==> config.mk <==
export PLATFORM = sky130hd
export DESIGN_NAME = spi_stp_rx_flat
export DESIGN_NICKNAME = d
export VERILOG_FILES = /design/src/rtl/spi_stp_rx_if.sv /design/src/rtl/spi_stp_rx.sv /design/src/flat_wrapper.sv
export SDC_FILE = /design/constraint.sdc
export NUM_CORES = 1
export LEC_CHECK = 0
export CAP_MARGIN = 20
export CORE_UTILIZATION = 54
export DETAILED_ROUTE_END_ITERATION = 8
export HOLD_SLACK_MARGIN = 0.02
export PLACE_DENSITY = 0.83
export SLEW_MARGIN = 10
export SYNTH_ARGS = -nofsm -noshare
export SYNTH_HDL_FRONTEND = slang
export SYNTH_SLANG_ARGS = --single-unit
==> constraint.sdc <==
create_clock -name clk -period 4.95 [get_ports clk]
set_input_delay 0.7425 -clock clk [delete_from_list [all_inputs] [get_ports clk]]
set_output_delay 0.7425 -clock clk [all_outputs]
set_load 0.005 [all_outputs]
==> src/rtl/spi_stp_rx_if.sv <==
// spi_stp_rx_if: bundles the serial inputs from the SPI frame controller,
// the valid/ready sample output and the status signals of spi_stp_rx.
//   slave  : the receiver side (consumes cs/stp_en/miso/chansel/clr/ready,
//            drives data/chan/valid/overrun/frame_err/err_cnt)
//   master : the environment side (controller + sample consumer)
`timescale 1ns/1ps
interface spi_stp_rx_if #(
    parameter int ADC_WIDTH = 8,
    parameter int CHAN_W    = 5
);
    logic                 cs;
    logic                 stp_en;
    logic                 miso;
    logic [CHAN_W-1:0]    chansel;
    logic                 clr;
    logic [ADC_WIDTH-1:0] data;
    logic [CHAN_W-1:0]    chan;
    logic                 valid;
    logic                 ready;
    logic                 overrun;
    logic                 frame_err;
    logic [7:0]           err_cnt;

    modport slave (
        input  cs, stp_en, miso, chansel, clr, ready,
        output data, chan, valid, overrun, frame_err, err_cnt
    );

    modport master (
        output cs, stp_en, miso, chansel, clr, ready,
        input  data, chan, valid, overrun, frame_err, err_cnt
    );
endinterface

==> src/rtl/spi_stp_rx.sv <==
// spi_stp_rx: serial-to-parallel receive stage behind the SPI frame
// controller. Shifts in one ADC_WIDTH-bit sample per cs-low frame (after
// LEAD_BITS discarded pad bits, MSB first), tags it with the channel latched
// at frame start and offers it on a valid/ready interface.
// Ports:
//   clk  - system clock, rising edge
//   rst  - synchronous active-high reset
//   bus  - spi_stp_rx_if.slave: cs, stp_en, miso, chansel, clr, ready in;
//          data, chan, valid, overrun, frame_err, err_cnt out
`timescale 1ns/1ps
module spi_stp_rx #(
    parameter int ADC_WIDTH = 8,
    parameter int LEAD_BITS = 4,
    parameter int CHAN_W    = 5
) (
    input  logic         clk,
    input  logic         rst,
    spi_stp_rx_if.slave  bus
);
    localparam int FRAME_BITS = LEAD_BITS + ADC_WIDTH;
    localparam int CNT_MAX    = FRAME_BITS + 1;
    localparam int CNT_W      = $clog2(CNT_MAX + 1);
    localparam logic [CNT_W-1:0] C_FRAME = CNT_W'(FRAME_BITS);
    localparam logic [CNT_W-1:0] C_MAX   = CNT_W'(CNT_MAX);
    localparam logic [CNT_W-1:0] C_LEAD  = CNT_W'(LEAD_BITS);

    logic                 r_cs_d;
    logic                 r_armed;
    logic [CNT_W-1:0]     r_cnt;
    logic [ADC_WIDTH-1:0] r_shift;
    logic [CHAN_W-1:0]    r_tag;
    logic [ADC_WIDTH-1:0] r_data;
    logic [CHAN_W-1:0]    r_chan;
    logic                 r_valid;
    logic                 r_overrun;
    logic                 r_frame_err;
    logic [7:0]           r_err_cnt;

    logic                 w_start;
    logic                 w_end;
    logic                 w_bit;
    logic                 w_good;
    logic                 w_bad;
    logic                 w_load;
    logic [CNT_W-1:0]     w_cnt_base;
    logic [ADC_WIDTH-1:0] w_shift_base;

    // Edges are only honoured once cs has been seen high, so a frame that was
    // already running when reset released is dropped without an error.
    assign w_start = r_armed & ~bus.cs & r_cs_d;
    assign w_end   = r_armed & bus.cs & ~r_cs_d;
    assign w_bit   = r_armed & ~bus.cs & bus.stp_en;

    // A bit arriving in the frame-start cycle accumulates onto the cleared state.
    assign w_cnt_base   = w_start ? '0 : r_cnt;
    assign w_shift_base = w_start ? '0 : r_shift;

    assign w_good = w_end & (r_cnt == C_FRAME);
    assign w_bad  = w_end & (r_cnt != C_FRAME);
    // A good frame loads when the holding register is empty or being drained.
    assign w_load = w_good & (~r_valid | bus.ready);

    always_ff @(posedge clk) begin
        if (rst) begin
            r_cs_d      <= 1'b0;
            r_armed     <= 1'b0;
            r_cnt       <= '0;
            r_shift     <= '0;
            r_tag       <= '0;
            r_data      <= '0;
            r_chan      <= '0;
            r_valid     <= 1'b0;
            r_overrun   <= 1'b0;
            r_frame_err <= 1'b0;
            r_err_cnt   <= 8'd0;
        end else begin
            r_cs_d <= bus.cs;
            if (bus.cs) begin
                r_armed <= 1'b1;
            end

            if (w_start) begin
                r_tag <= bus.chansel;
            end

            if (w_bit) begin
                r_cnt <= (w_cnt_base != C_MAX) ? w_cnt_base + CNT_W'(1) : w_cnt_base;
                // Lead (pad) bits advance the counter but are not shifted in.
                if (w_cnt_base >= C_LEAD) begin
                    r_shift <= (w_shift_base << 1) | ADC_WIDTH'(bus.miso);
                end else begin
                    r_shift <= w_shift_base;
                end
            end else if (w_start) begin
                r_cnt   <= '0;
                r_shift <= '0;
            end

            if (w_load) begin
                r_data  <= r_shift;
                r_chan  <= r_tag;
                r_valid <= 1'b1;
            end else if (r_valid & bus.ready) begin
                r_valid <= 1'b0;
            end

            // Events take priority over clr.
            if (w_good & r_valid & ~bus.ready) begin
                r_overrun <= 1'b1;
            end else if (bus.clr) begin
                r_overrun <= 1'b0;
            end

            r_frame_err <= w_bad;

            if (w_bad) begin
                if (bus.clr) begin
                    r_err_cnt <= 8'd1;
                end else if (r_err_cnt != 8'hFF) begin
                    r_err_cnt <= r_err_cnt + 8'd1;
                end
            end else if (bus.clr) begin
                r_err_cnt <= 8'd0;
            end
        end
    end

    assign bus.data      = r_data;
    assign bus.chan      = r_chan;
    assign bus.valid     = r_valid;
    assign bus.overrun   = r_overrun;
    assign bus.frame_err = r_frame_err;
    assign bus.err_cnt   = r_err_cnt;
endmodule

==> src/flat_wrapper.sv <==
// flat-port wrapper written by rule: the top's interface ports become plain ports
module spi_stp_rx_flat 
#(
    parameter int ADC_WIDTH = 8,
    parameter int LEAD_BITS = 4,
    parameter int CHAN_W    = 5
)
  (clk, rst, bus_cs, bus_stp_en, bus_miso, bus_chansel, bus_clr, bus_ready, bus_data, bus_chan, bus_valid, bus_overrun, bus_frame_err, bus_err_cnt);
  spi_stp_rx_if #(.ADC_WIDTH(ADC_WIDTH), .CHAN_W(CHAN_W)) bus_i ();
  input  logic clk;
  input  logic rst;
  input wire logic [$bits(bus_i.cs)-1:0] bus_cs;
  input wire logic [$bits(bus_i.stp_en)-1:0] bus_stp_en;
  input wire logic [$bits(bus_i.miso)-1:0] bus_miso;
  input wire logic [$bits(bus_i.chansel)-1:0] bus_chansel;
  input wire logic [$bits(bus_i.clr)-1:0] bus_clr;
  input wire logic [$bits(bus_i.ready)-1:0] bus_ready;
  output wire logic [$bits(bus_i.data)-1:0] bus_data;
  output wire logic [$bits(bus_i.chan)-1:0] bus_chan;
  output wire logic [$bits(bus_i.valid)-1:0] bus_valid;
  output wire logic [$bits(bus_i.overrun)-1:0] bus_overrun;
  output wire logic [$bits(bus_i.frame_err)-1:0] bus_frame_err;
  output wire logic [$bits(bus_i.err_cnt)-1:0] bus_err_cnt;
  assign bus_i.cs = bus_cs;
  assign bus_i.stp_en = bus_stp_en;
  assign bus_i.miso = bus_miso;
  assign bus_i.chansel = bus_chansel;
  assign bus_i.clr = bus_clr;
  assign bus_i.ready = bus_ready;
  assign bus_data = bus_i.data;
  assign bus_chan = bus_i.chan;
  assign bus_valid = bus_i.valid;
  assign bus_overrun = bus_i.overrun;
  assign bus_frame_err = bus_i.frame_err;
  assign bus_err_cnt = bus_i.err_cnt;
  spi_stp_rx #(.ADC_WIDTH(ADC_WIDTH), .LEAD_BITS(LEAD_BITS), .CHAN_W(CHAN_W)) u_core (.clk(clk), .rst(rst), .bus(bus_i));
endmodule
==> impl_metrics.env, run 1 <==
export IMPL_die_area_sq_um=3610
export IMPL_synthXorXnorAreaFrac_pct=0.481
export IMPL_hold_path_class="flop to flop"
export IMPL_root_buffer="clkbuf_4"
export IMPL_wirelength_um=3910
export IMPL_fillCellCount=261
export IMPL_hold_end="u_core.r_tag[3]"
export IMPL_syn_area_sq_um=1820
export IMPL_min_from="u_core.r_tag[3]"
export IMPL_synth_area_leader_cell="dfxtp_1"
export IMPL_hold_viol=0
export IMPL_drt_pre_antenna_iters=4
export IMPL_rr_worst_depth=7
export IMPL_max_slew_margin_pct=45.5
export IMPL_gp_congestion=0.846
export IMPL_crit_fanout=11
export IMPL_final_setup_viol_count=0
export IMPL_cts_hold_buffers=0
export IMPL_synth_fa_ha_area_share_pct=1.37
export IMPL_p_leak_uw=0.000728
export IMPL_status="finished, final reports clean"
export IMPL_cts_htree_levels=2
export IMPL_yosys_mux_area_fraction_pct=13.3
export IMPL_drv_slew=0
export IMPL_start_util_pct=58.2
export IMPL_port_buffers=35
export IMPL_seq_area_frac_synth_pct=47.3
export IMPL_clkTransAtPathRegs_ps=120
export IMPL_hold_depth=2
export IMPL_synth_top_area_share_pct=47.3
export IMPL_timing_fmax_mhz=386
export IMPL_post_cts_setup_buffers=0
export IMPL_post_dp_hpwl_um=2820
export IMPL_synth_nets=206
export IMPL_rrSetupSlack_ps=2880
export IMPL_fin_skew_ps=8.00
export IMPL_wl_met1_um=1660
export IMPL_yosys_cell_types_count=42
export IMPL_drive_above_1_share_pct=7.93
export IMPL_area_growth_pct=23.6
export IMPL_p_int_uw=430
export IMPL_cp_start_kind="primary input"
export IMPL_syn_inst=192
export IMPL_routed_via_density=5.62
export IMPL_synth_simple_area_share_pct=26.6
export IMPL_rsz0062_at_grt="no"
export IMPL_grt_pass1_vias=1476
export IMPL_drtIter0Drc=71
export IMPL_overflow=0
export IMPL_ant_nets=0
export IMPL_synth_top_family_by_area="simple AND/OR/NAND/NOR gates"
export IMPL_reg2reg_from="u_core.r_cs_d"
export IMPL_power_density_nw_per_um2=249
export IMPL_route_met2_wl_um=1960
export IMPL_utilization_pct=71.9
export IMPL_clkPwrFrac_pct=31.6
export IMPL_grt_first_pass_wirelength_um=6470
export IMPL_tightest_slew_ps=816
export IMPL_critical_path_class="primary input to flop"
export IMPL_synth_area_leaders="dfxtp_1 47%, mux2i_1 12%, nor2_1 6.4%"
export IMPL_fin_nets=241
export IMPL_routed_top_layer="met4"
export IMPL_cap_violations=0
export IMPL_min_period_ps=2590
export IMPL_switching_share_pct=23.2
export IMPL_wire_per_inst_um=14.4
export IMPL_crit_arrival_ps=2890
export IMPL_seqPwrFrac_pct=62.9
export IMPL_grt_max_degree=36
export IMPL_required_ps=5250
export IMPL_final_cells=271
export IMPL_tritoncts_num_buffers=5
export IMPL_p_comb_share_pct=5.5
export IMPL_ios=36
export IMPL_drc=0
export IMPL_r2r_end="u_core.r_cnt[1]"
export IMPL_ys_ff_latch=43
export IMPL_synth_compound_area_share_pct=8.32
export IMPL_tns_ps=0
export IMPL_cts_max_path_buffers=2
export IMPL_clock_sinks=43
export IMPL_grtUsageTotal_pct=24.6
export IMPL_critPathCaptureType="flop"
export IMPL_dr_wl_met3_um=207
export IMPL_routed_via_count=1524
export IMPL_vdd_drop_max_mv=0.237
export IMPL_diodes=0
export IMPL_min_period_over_period_pct=52.4
export IMPL_cts_tree="built"
export IMPL_clock_latency_ps=350
export IMPL_rows=20
export IMPL_synth_area_per_cell_sq_um=9.48
export IMPL_yosysWarnings=0
export IMPL_coreArea_sq_um=3130
export IMPL_die_width_um=60.1
export IMPL_dp_cells=264
export IMPL_antenna_found_initial=0
export IMPL_switching_power_uw=130
export IMPL_cts_resized_gates=0
export IMPL_die_h_um=60.1
worst max-delay path: stages:
cell and delay, ps:
clkdlybuf4s50_1 560, nand3b_1 370, and2_1 230, ha_1 190
nand3_1 110, o21bai_1 260, mux2_1 350, nor2_1 80
final cells by class:
cell class / count / area [sq um] / area share (%)
multi-input cells: 139 / 912 / 40.5
flip-flops and latches: 43 / 861 / 38.3
repair buffers: 36 / 358 / 15.9
well taps: 44 / 55.1 / 2.45
clock buffers: 6 / 51.3 / 2.28
inverters: 2 / 7.51 / 0.334
clock inverters: 1 / 5.00 / 0.222
how the worst max path moves through the flow:
stage | from | end | slack (ps) | cells after the start
final | bus_cs | u_core.r_cnt[1] | 2360 | 8
after global routing | bus_cs | u_core.r_cnt[1] | 2290 | 8
after CTS | bus_cs | u_core.r_cnt[1] | 2390 | 8
after detailed placement | bus_cs | u_core.r_cnt[1] | 2020 | 8
after global placement | bus_cs | u_core.r_cnt[1] | 2180 | 8
after floorplan | bus_cs | u_core.r_cnt[1] | 2920 | 8
cell usage in the layout, fill, tap and decap left out, types with 3 or more instances in the layout:
cell type        count
or3_1                3
nor3_1               3
nand3b_1             4
nand2_1             21
clkdlybuf4s50_1     35
a21oi_1             13
dfxtp_1             43
nor2_1              31
clkbuf_4             5
nand3_1              6
mux2i_1             22
synthesized netlist by cell type:
cell and instances:
and4_1 1, nand3_1 6, and2_1 1, nand4_1 1
nand2b_1 2, o31ai_1 2, a2111o_1 1, o21bai_1 1
o21ai_0 1, nor3_4 2, nor2_1 31, inv_1 2
dfxtp_1 43, nand2_1 21, a21boi_0 1, xor2_1 1
or2_2 1, or3_1 3, and4_4 1, nor4_1 2
mux2i_1 22, mux2_2 1, and4bb_2 1, a41o_1 1
a311oi_1 1, a21oi_1 13, a31oi_1 2, or4_1 2
clkbuf_2 1, buf_2 1, ha_1 2, nand3b_1 4
clkbuf_1 4, nor2b_1 2, buf_1 1, buf_6 1
nand4bb_4 1, nand2_4 1, and3b_2 2, mux2_1 1
nor3_1 3, o41ai_1 1
state kept, by name (all words and copies together), names as in the netlist:
signal / cells
u_core.bus.data: 8
u_core.bus.err_cnt: 8
u_core.r_shift: 8
u_core.bus.chan: 5
u_core.r_tag: 5
u_core.r_cnt: 4
u_core.bus.frame_err: 1
u_core.bus.overrun: 1
u_core.bus.valid: 1
u_core.r_armed: 1
u_core.r_cs_d: 1
metrics by stage:
step | power [uW] | hold slack, ps | worst slack (ps) | area, sq um
after floorplan | 375 | 436 | 2920 | 1820
after global routing | 582 | 508 | 2290 | 2250
after global placement | 389 | 455 | 2180 | 2190
after CTS | 562 | 484 | 2390 | 2250
final | 559 | 482 | 2360 | 2250
after detailed placement | 390 | 467 | 2020 | 2190
cells by family (layout without fill, tap and decap cells):
group	count (synthesis)	in the layout
buffers and inverters	10	45
DFF	43	43
and+or+nand+nor	88	88
adders and majority gates	2	2
xor gates and xnor gates	1	1
AOI/OAI and AO/OA	24	24
muxes	24	24
layer usage:
metal / vias up / GRT usage (%)
met3: 10 / 8.01
met5: - / 0
met1: 722 / 29.2
met4: 0 / 13.3
li1: 745 / -
met2: 47 / 39.4
power groups by stage:
stage               Sequential (uW)  Clock [uW]  Combinational (uW)
global route                    353         196                33.4
global placement                359           0                29.5
CTS                             352         179                30.7
finish                          352         177                30.7
detailed placement              360           0                30.5
floorplan                       359           0                15.7
Power figures use the tool's default switching activity.
==> run 2: changes to the inputs <==
--- a/config.mk
+++ b/config.mk
@@ -6,10 +6,10 @@
 export NUM_CORES = 1
 export LEC_CHECK = 0
 export CAP_MARGIN = 20
-export CORE_UTILIZATION = 54
+export CORE_UTILIZATION = 50
 export DETAILED_ROUTE_END_ITERATION = 8
 export HOLD_SLACK_MARGIN = 0.02
-export PLACE_DENSITY = 0.83
+export PLACE_DENSITY = 0.78
 export SLEW_MARGIN = 10
 export SYNTH_ARGS = -nofsm -noshare
 export SYNTH_HDL_FRONTEND = slang
==> constraint.sdc (replaced) <==
create_clock -name clk -period 2.5 [get_ports clk]
set_input_delay 0.375 -clock clk [delete_from_list [all_inputs] [get_ports clk]]
set_output_delay 0.375 -clock clk [all_outputs]
set_load 0.005 [all_outputs]
==> run 2 against run 1 <==
  * Sequential share of layout area fell by 1.3 points
  * Design area rose by 3.4%
  * Combinational power rose by 100%
  * Global-route usage fell by 4.4 points
  * Non-clock buffer count rose by 4
  * Sequential power rose by 98%
==> impl_metrics.env, run 2 (synthesis results as in run 1) <==
export IMPL_status="finished, final reports clean"
export IMPL_timing_fmax_mhz=489
export IMPL_hold_path_class="flop to flop"
export IMPL_dp_cells=270
export IMPL_ios=36
export IMPL_critical_path_buf_inv_count=1
export IMPL_cts_tree="built"
export IMPL_clkTransAtPathRegs_ps=120
export IMPL_cp_top_family="simple AND/OR/NAND/NOR gates"
export IMPL_cts_resized_gates=0
export IMPL_tritoncts_num_buffers=5
export IMPL_power_uw=1290
export IMPL_fin_nets=245
export IMPL_cap_violations=0
export IMPL_min_period_ps=2040
export IMPL_critical_path_class="primary input to flop"
export IMPL_final_cell_mix="43 x dfxtp_1, 35 x clkdlybuf4s50_1, 31 x nor2_1"
export IMPL_drc=0
export IMPL_drive_above_1_share_pct=9.48
export IMPL_routed_via_density=5.28
export IMPL_overflow=0
export IMPL_cts_htree_levels=2
export IMPL_fin_skew_ps=6.14
export IMPL_fillCellCount=285
export IMPL_crit_slowest_cell="clkdlybuf4s50_1"
export IMPL_hold_slack_ps=467
export IMPL_wire_per_inst_um=12.6
export IMPL_routed_via_count=1467
export IMPL_die_h_um=62.3
export IMPL_antenna_found_initial=0
export IMPL_grt_first_pass_wirelength_um=6230
export IMPL_die_width_um=62.3
export IMPL_coreArea_sq_um=3420
export IMPL_slowest_delay_ps=560
export IMPL_start_util_pct=53.3
export IMPL_min_period_over_period_pct=81.8
export IMPL_drtIter0Drc=88
export IMPL_p_leak_uw=0.000765
export IMPL_rrSetupSlack_ps=670
export IMPL_rsz0062_at_grt="no"
export IMPL_area_growth_pct=27.8
export IMPL_final_setup_viol_count=0
export IMPL_port_buffers=35
export IMPL_vdd_drop_max_mv=0.344
export IMPL_root_buffer="clkbuf_4"
export IMPL_diodes=0
export IMPL_place_ws_ps=144
export IMPL_required_ps=2800
export IMPL_clock_sinks=43
export IMPL_die_area_sq_um=3890
export IMPL_hold_viol=0
export IMPL_crit_arrival_ps=2350
export IMPL_clock_latency_ps=350
export IMPL_rows=21
export IMPL_gp_congestion=0.873
export IMPL_crit_fanout=7
export IMPL_cp_cell_sequence="clkdlybuf4s50_1 > nand3b_1 > and2_1 > ha_1 > nand3_1 > o21bai_1 > mux2_1 > nor2_1"
export IMPL_max_slew_margin_pct=67.6
export IMPL_post_cts_setup_buffers=0
export IMPL_ant_nets=0
export IMPL_grt_max_degree=21
export IMPL_drt_pre_antenna_iters=4
export IMPL_cts_max_path_buffers=2
export IMPL_tightest_slew_ps=485
export IMPL_power_density_nw_per_um2=556
export IMPL_cp_start_kind="primary input"
export IMPL_drv_slew=0
export IMPL_grtUsageTotal_pct=20.2
export IMPL_grt_pass1_vias=1403
export IMPL_post_dp_hpwl_um=2480
export IMPL_wirelength_um=3500
export IMPL_tns_ps=0
export IMPL_cts_hold_buffers=0
export IMPL_final_cells=278
export IMPL_final_setup_worst_slack_ps=455
export IMPL_final_common_cell="dfxtp_1"
export IMPL_critPathCaptureType="flop"
[run 2: cell count changes in the layout (fill, tap and decap cells not counted), sizes merged]
cell	before	now
clkinv	1	0
buf	1	5
bufinv	0	2
[run 2: final timing paths]
| kind | depth (start not counted) | endpoint | from |
|---|---|---|---|
| max reg2reg | 7 | u_core.r_cnt[1] | u_core.r_cs_d |
| min reg2reg | 2 | u_core.r_tag[3] | u_core.r_tag[3] |
| max | 8 | u_core.r_cnt[1] | bus_cs |
| min | 2 | u_core.r_tag[3] | u_core.r_tag[3] |
[run 2: layer usage]
layer / wire [um] / GRT usage, % / vias up
met2: 1670 / 33.4 / 38
met5: 0 / 0 / -
met1: 1620 / 25.2 / 670
li1: - / - / 753
met4: 45 / 6.98 / 0
met3: 163 / 5.51 / 6
[run 2: cell type report]
cell class | count | area (sq um) | share of cell area (%)
multi-input cells | 139 | 912 | 39.2
flip-flops and latches | 43 | 861 | 37.0
repair buffers | 40 | 388 | 16.7
clock inverters | 2 | 60.1 | 2.58
well taps | 46 | 57.6 | 2.47
clock buffers | 6 | 41.3 | 1.77
inverters | 2 | 7.51 | 0.323
[run 2: worst reg2reg max path, cell delays in order, from the launching register on]
cell and delay, ps:
dfxtp_1 390, nand3b_1 180, and2_1 220, ha_1 210, nand3_1 100, o21bai_1 240, mux2_1 350, nor2_1 90
[run 2: metrics by stage]
| step | instance area [sq um] | util (%) |
|---|---|---|
| after floorplan | 1820 | - |
| after global placement | 2230 | 65.2 |
| after global routing | 2330 | 68.1 |
| final | 2330 | 68.1 |
| after CTS | 2330 | 68.1 |
| after detailed placement | 2230 | 65.2 |
[run 2: power by group]
part           internal, uW  switching [uW]  total, uW
registers               691            5.55        696
logic                  31.6            31.0       62.6
clock network           312             224        536
total                  1030             260       1290
==> run 3: changes to the inputs <==
==> constraint.sdc (replaced) <==
create_clock -name clk -period 2.1 [get_ports clk]
set_input_delay 0.315 -clock clk [delete_from_list [all_inputs] [get_ports clk]]
set_output_delay 0.315 -clock clk [all_outputs]
set_load 0.005 [all_outputs]
==> run 3 against run 2 <==
  * Sequential power up 19%
  * Core utilization up 1.2 points
  * Critical path depth unchanged
  * Design area up 1.7%
  * Final cell count up 0.72%
  * Critical endpoint unchanged
  * First-iteration DRC count down 13%
  * Clock skew about the same
  * Combinational power up 21%
  * Critical path type unchanged
  * Register-to-register slack worse by 370 ps
  * Power up 19%
  * Non-clock buffer count up 2
==> impl_metrics.env, run 3 (synthesis results as in run 1) <==
export IMPL_required_ps=2410
export IMPL_cts_max_path_buffers=2
export IMPL_clkTransAtPathRegs_ps=120
export IMPL_port_buffers=35
export IMPL_final_cell_mix="43 x dfxtp_1, 35 x clkdlybuf4s50_1, 31 x nor2_1"
export IMPL_tns_ps=0
export IMPL_cts_hold_buffers=0
export IMPL_grt_first_pass_wirelength_um=6290
export IMPL_rrSetupSlack_ps=300
export IMPL_grt_util_met1_pct=22.8
export IMPL_cts_htree_levels=2
export IMPL_overflow=0
export IMPL_die_h_um=62.3
export IMPL_post_dp_hpwl_um=2630
export IMPL_grt_util_met3_pct=5.70
export IMPL_area_growth_pct=30.0
export IMPL_status="finished, final reports clean"
export IMPL_hold_path_class="flop to flop"
export IMPL_rows=21
export IMPL_ios=36
export IMPL_fin_nets=247
export IMPL_min_period_ps=1810
export IMPL_top_usage_layer="met2"
export IMPL_start_util_pct=53.3
export IMPL_grt_max_degree=21
export IMPL_gp_congestion=0.861
export IMPL_coreArea_sq_um=3420
export IMPL_cp_start_kind="primary input"
export IMPL_routed_via_count=1511
export IMPL_cts_resized_gates=0
export IMPL_p_leak_uw=0.000780
export IMPL_drive_above_1_share_pct=10.3
export IMPL_post_cts_setup_buffers=0
export IMPL_hold_viol=0
export IMPL_vdd_drop_max_mv=0.497
export IMPL_clock_latency_ps=350
export IMPL_die_width_um=62.3
export IMPL_grt_pass1_vias=1438
export IMPL_crit_arrival_ps=2110
export IMPL_fillCellCount=271
export IMPL_fin_skew_ps=6.37
export IMPL_drt_pre_antenna_iters=4
export IMPL_power_density_nw_per_um2=650
export IMPL_critical_path_class="primary input to flop"
export IMPL_grtUsageTotal_pct=20.6
export IMPL_ant_nets=0
export IMPL_clock_sinks=43
export IMPL_tightest_slew_ps=368
export IMPL_final_setup_viol_count=0
export IMPL_drv_slew=0
export IMPL_power_uw=1540
export IMPL_final_common_cell="dfxtp_1"
export IMPL_cap_violations=0
export IMPL_routed_via_density=5.40
export IMPL_met2_usage_pct=37.0
export IMPL_crit_fanout=4
export IMPL_drc=0
export IMPL_rsz0062_at_grt="no"
export IMPL_hold_slack_ps=470
export IMPL_timing_fmax_mhz=553
export IMPL_cts_tree="built"
export IMPL_root_buffer="clkbuf_4"
export IMPL_wirelength_um=3580
export IMPL_min_period_over_period_pct=86.1
export IMPL_critPathCaptureType="flop"
export IMPL_max_slew_margin_pct=75.4
export IMPL_drtIter0Drc=77
export IMPL_die_area_sq_um=3890
export IMPL_diodes=0
export IMPL_wire_per_inst_um=12.8
export IMPL_tritoncts_num_buffers=5
export IMPL_antenna_found_initial=0
## run 3: worst paths after layout
check	start	end	depth (start not counted)
setup reg to reg	u_core.r_cs_d	u_core.r_cnt[1]	7
hold reg to reg	u_core.r_tag[3]	u_core.r_tag[3]	2
hold / removal	u_core.r_tag[3]	u_core.r_tag[3]	2
setup / recovery	bus_cs	u_core.r_cnt[1]	8
## run 3: layout make-up
type                       count  area (sq um)  share of cell area (%)
multi-input combinational    139           912                    38.5
sequential                    43           861                    36.4
timing repair buffer          42           428                    18.1
clock inverter                 2          60.1                    2.54
tap                           46          57.6                    2.43
clock buffer                   6          41.3                    1.74
inverter                       2          7.51                   0.317
## run 3: per-stage QoR
stage               utilization [%]  instance area (sq um)  instances  setup WS, ps
detailed placement             66.3                   2270        272         -68.4
floorplan                         -                   1820        192           460
CTS                            69.3                   2370        280           299
global placement               66.3                   2270        272          53.0
finish                         69.3                   2370        280           292
global route                   69.3                   2370        280           160
## run 3: worst max-delay path, stage by stage
cell and delay [ps]:
clkdlybuf4s50_1 470, nand3b_1 160, and2_1 190, ha_1 170, nand3_1 100, o21bai_1 270
mux2_1 360, nor2_1 80
## run 3: per-layer routing
layer,vias up,share of wire (%)
met5,-,0
met4,0,1.4
met3,6,4.0
met2,38,50
met1,708,44
li1,759,-
## run 3: power breakdown
| part | switching (uW) | leakage [uW] | internal (uW) | total, uW |
|---|---|---|---|---|
| combinational | 36.8 | 0.000381 | 38.6 | 75.5 |
| clock | 263 | 0.0000525 | 371 | 634 |
| sequential | 6.80 | 0.000347 | 822 | 829 |
| total | 306 | 0.000780 | 1230 | 1540 |
